**src/rtl/hsync_pkg.sv**
```systemverilog
// hsync_pkg: shared state encoding and width helpers for the line packer
package hsync_pkg;
  typedef enum logic [1:0] {IDLE, FILL, DONE} state_t;
  function automatic int pw_w(input int ch, input int cw);
    return ch * cw;
  endfunction
  function automatic int lw_w(input int npix, input int ch, input int cw);
    return npix * ch * cw;
  endfunction
  function automatic int cnt_w(input int npix);
    return $clog2(npix + 1);
  endfunction
endpackage

```
**src/rtl/pixel_swizzle.sv**
```systemverilog
// pixel_swizzle: combinational channel reorder inside one pixel
module pixel_swizzle #(
  parameter int CH = 3,
  parameter int CW = 8,
  parameter bit REVERSE_CH = 1'b0
) (
  input  logic [CH*CW-1:0] pix_in,
  output logic [CH*CW-1:0] pix_out
);
  for (genvar c = 0; c < CH; c++) begin : g_ch
    localparam int SRC = REVERSE_CH ? CH - 1 - c : c;
    assign pix_out[c*CW +: CW] = pix_in[SRC*CW +: CW];
  end
endmodule

```
**src/rtl/hsync_line_packer.sv**
```systemverilog
// hsync_line_packer: packs hsync-gated pixels into line words behind a valid/ready register
module hsync_line_packer
  import hsync_pkg::*;
#(
  parameter int CH = 3,
  parameter int CW = 8,
  parameter int NPIX = 4,
  parameter bit REVERSE_CH = 1'b0
) (
  input  logic                          clk,
  input  logic                          rst,
  input  logic                          hsync,
  input  logic                          pix_valid,
  input  logic [pw_w(CH,CW)-1:0]        pix_data,
  output logic [lw_w(NPIX,CH,CW)-1:0]   line_data,
  output logic                          line_valid,
  input  logic                          line_ready,
  output logic                          line_short,
  output logic [cnt_w(NPIX)-1:0]        line_count,
  output logic                          overrun
);
  localparam int PW = pw_w(CH, CW);
  localparam int LW = lw_w(NPIX, CH, CW);
  localparam int CNTW = cnt_w(NPIX);
  state_t state;
  logic [CNTW-1:0] cnt;
  logic [LW-1:0] sr, shifted;
  logic [PW-1:0] sw;
  logic acc, full, short_done, comp;
  pixel_swizzle #(.CH(CH), .CW(CW), .REVERSE_CH(REVERSE_CH)) u_swz (
    .pix_in(pix_data),
    .pix_out(sw)
  );
  // accept and completion decode; a short word is simply the capture register as it stands
  always_comb begin
    acc = pix_valid & hsync & (state != DONE);
    shifted = {sr[LW-PW-1:0], sw};
    full = acc & (state == FILL) & (cnt == CNTW'(NPIX - 1));
    short_done = (state == FILL) & !hsync & (cnt != '0);
    comp = full | short_done;
  end
  // FSM, capture shift register and one-entry output register
  always_ff @(posedge clk) begin
    if (rst) begin
      state <= IDLE;
      cnt <= '0;
      sr <= '0;
      line_data <= '0;
      line_valid <= 1'b0;
      line_short <= 1'b0;
      line_count <= '0;
      overrun <= 1'b0;
    end else begin
      state <= state == IDLE ? (hsync ? FILL : IDLE) :
               state == FILL ? (full ? DONE : (hsync ? FILL : IDLE)) :
               (hsync ? DONE : IDLE);
      if (comp) begin
        sr <= '0;
        cnt <= '0;
      end else if (acc) begin
        sr <= shifted;
        cnt <= cnt + CNTW'(1);
      end
      if (line_valid & line_ready) line_valid <= 1'b0;
      if (comp) begin
        if (!line_valid | line_ready) begin
          line_data <= full ? shifted : sr;
          line_short <= !full;
          line_count <= full ? CNTW'(NPIX) : cnt;
          line_valid <= 1'b1;
        end else begin
          overrun <= 1'b1;
        end
      end
    end
  end
endmodule

```
**config.mk**
```make
export PLATFORM = sky130hd
export DESIGN_NAME = hsync_line_packer
export DESIGN_NICKNAME = d
export VERILOG_FILES = /design/src/rtl/hsync_pkg.sv /design/src/rtl/pixel_swizzle.sv /design/src/rtl/hsync_line_packer.sv
export SDC_FILE = /design/constraint.sdc
export NUM_CORES = 1
export LEC_CHECK = 0
export CAP_MARGIN = 25
export CORE_ASPECT_RATIO = 1.5
export CORE_UTILIZATION = 57
export DETAILED_ROUTE_END_ITERATION = 12
export GPL_TIMING_DRIVEN = 0
export PLACE_DENSITY = 0.94
export SLEW_MARGIN = 20
export SYNTH_ARGS = -nofsm -noshare
export SYNTH_HDL_FRONTEND = slang
export SYNTH_SLANG_ARGS = --single-unit
```
**constraint.sdc**
```tcl
create_clock -name clk -period 3.55 [get_ports clk]
set_clock_uncertainty 0.05 [all_clocks]
set_input_delay 0.5325 -clock clk [delete_from_list [all_inputs] [get_ports clk]]
set_output_delay 0.5325 -clock clk [all_outputs]
set_load 0.05 [all_outputs]
```
==> impl_metrics.toml <==
[outcome]
run_status = "finished clean"

[sta]
timing.final.crit_share_pct = 66.7
setup_viol = 0
timing.slew.headroom_pct = 55.3
setup_tns_ns = 0
worstMarginPinSlew_ns = 0.670
rsz0062_at_grt = "no"
period_minus_slack_ns = 2.37
hold_slack_ns = 0.407
slew_violations = 0
fmax_mhz = 422
finalHoldViolCount = 0

[synth]
synth_nets = 1037
ys_ff_latch = 203
synth_simple_gate_area_share_pct = 27.9
syn-cell-area_sq_um = 7740
synth_compound_area_share_pct = 13.9
syn_avg_cell_area_sq_um = 7.70
synthXorXnorAreaFrac_pct = 0.113
synth_enable_flop_cells = 0
muxShareOfSynthArea_pct = 0
postSynth.asyncResetShare_pct = 0
synth_top_area_share_pct = 52.5
netlist_instances = 1005
synth_area_leaders = "dfxtp_1 52%, a21oi_1 13%, nor2_1 9.6%, nand2_1 9.4%, nor4_1 7.8%"
ys.flop_type = "dfxtp_1"
synth_top_family_by_area = "simple AND/OR/NAND/NOR gates"
synth_most_common_cell = "dfxtp_1"
synth_warnings = 0
ys_seq_area_share_pct = 52.5
ys_top_cells_by_count = "203 x dfxtp_1, 197 x nor2_1, 195 x a21oi_1, 194 x nand2_1, 96 x nor4_1"
yosysUniqueCellTypes = 28
synth_top_area_cell = "dfxtp_1"
synth-adder-area-share_pct = 0.485

[grt]
use_met1_pct = 36.9
antenna_found_initial = 0
grt_pass1_vias = 7653
met2_usage_pct = 58.5
busiest_layer = "met2"
grt_max_degree = 16
grt_use_met3_pct = 3.89
grt_usage_pct = 33.1
grt_pass1_wl_mm = 37.2
grt_overflow = 0

[cells_and_area]
diodes = 0
drive_above_1_share_pct = 4.98
finalInstanceArea_sq_um = 9800
final_util_pct = 74.5
ff_latch_area_sq_um = 4060
multi_input_area_sq_um = 3280
final_nets = 1186
syn_to_final_growth_pct = 26.5
nFillCells = 899

[run]
maxCapViolations = 0

[cts]
cts_root_buffer = "clkbuf_16"
ctsResizeCount = 0
cts_tree = "yes"
cts_buffers = 18
cts-root-to-sink-buffers = 3
hold_buffers = 0
path_clk_slew_ns = 0.07
post_cts_buffers = 0
clock_latency_ns = 0.48
cts_max_level = 1
clkSinkCount = 203

[routing]
drc = 0
drt-total-wl_mm = 23.6
dr.pass1.iters = 5
drt_iter0_markers = 722
final_antenna_net_count = 0
wl_per_cell_microns = 17.9
avgViaCountPerCell = 6.01
vias = 7962

[place]
numPortBuffers = 129
post-dp-hpwl_mm = 16.5
placed_area_sq_um = 9230
gp_congestion = 1.03

[critical_path]
critPathKind = "reg2reg"
cp.arrival_ns = 2.69
endpoint_kind = "register"
max_stage_delay_ns = 0.34
worst_path_max_delay_cell = "dfxtp_1"
cp.required_ns = 3.87
crit_fanout = 10
cp-start-kind = "register"
worstPathCellList = "ha_1 > ha_1 > and3_1 > nand3b_1 > buf_2 > buf_2 > nor2_1 > nor4_1"

[floorplan]
die_h_microns = 145
dieArea_sq_um = 14100
start_util_pct = 58.9
die_w_microns = 97.2
io_pins = 131
row_count = 51
coreArea_sq_um = 13100

[pwr]
totalPowerFinal_mw = 4.86
pwr_density_cell_nw_per_um2 = 496
irDropWorstVdd_mv = 0.414
p_leak_nw = 3.72

[worst_hold_path]
hold_class = "reg2reg"
==> cell families after synthesis <==
logic type,count (synthesis)
fa+ha+maj,3
simple gates,501
compound gates,205
xor+xnor,1
buf+inv,92
flops,203
==> through the flow <==
| step | setup WS (ns) | cells |
|---|---|---|
| floorplan | 1.65 | 1005 |
| global placement | 0.878 | 1293 |
| detailed placement | 0.807 | 1293 |
| CTS | 1.21 | 1324 |
| global route | 1.10 | 1324 |
| finish | 1.18 | 1324 |
==> final cells by class <==
class                           instances  area share [%]
Buffer                                 86            3.83
Clock inverter                          3           0.153
Sequential cell                       203            41.5
Multi-Input combinational cell        710            33.5
Clock buffer                           28            5.61
Tap cell                              159            2.03
Inverter                                6           0.230
Timing Repair Buffer                  129            13.2
==> worst paths after layout <==
check          from            end  slack (ns)  cells past startpoint
max          cnt[0]  line_data[39]        1.18                      8
min          sr[85]         sr[85]        0.41                      2
max reg2reg  cnt[0]  line_data[39]        1.18                      8
min reg2reg  sr[85]         sr[85]        0.41                      2
==> flip-flops by register name (all words and copies together), names as in the netlist <==
register,count
line_data,96
overrun,1
cnt,3
line_valid,1
state,2
sr,96
line_count,3
line_short,1
==> critical path, delay by kind of cell (launching register included) <==
kind                     cells  cell delay [ns]
flip-flops                   1             0.34
adder cells (fa/ha/maj)      2             0.42
AND/OR/NAND/NOR              4             0.87
buffers and inverters        2             0.57
==> metal layers <==
metal / wire length [microns] / vias up
met2: 11600 / 486
met5: 0 / -
met3: 1830 / 107
met1: 8550 / 3692
met4: 1610 / 0
li1: - / 3677
==> cell usage in the layout, fill, tap and decap left out, types with 2 or more instances in the layout <==
master and n:
clkbuf_8 4, clkinv_2 3, nand2_1 194, clkbuf_1 63, dfxtp_1 203, nor4_1 96, buf_2 21, nor2b_1 3
o32ai_2 2, a21oi_1 195, inv_1 6, clkbuf_16 19, nor2_1 197, buf_4 7, nand2b_1 3, ha_1 3
clkdlybuf4s50_1 129, a31oi_1 2, nor3_1 2
==> where the power goes <==
group | leakage [nW] | internal, mW | total [mW] | switching [mW]
clock network | 0.281 | 1.06 | 1.90 | 0.832
registers | 1.64 | 2.34 | 2.40 | 0.0567
logic | 1.80 | 0.180 | 0.563 | 0.383
Power figures use the tool's default switching activity.
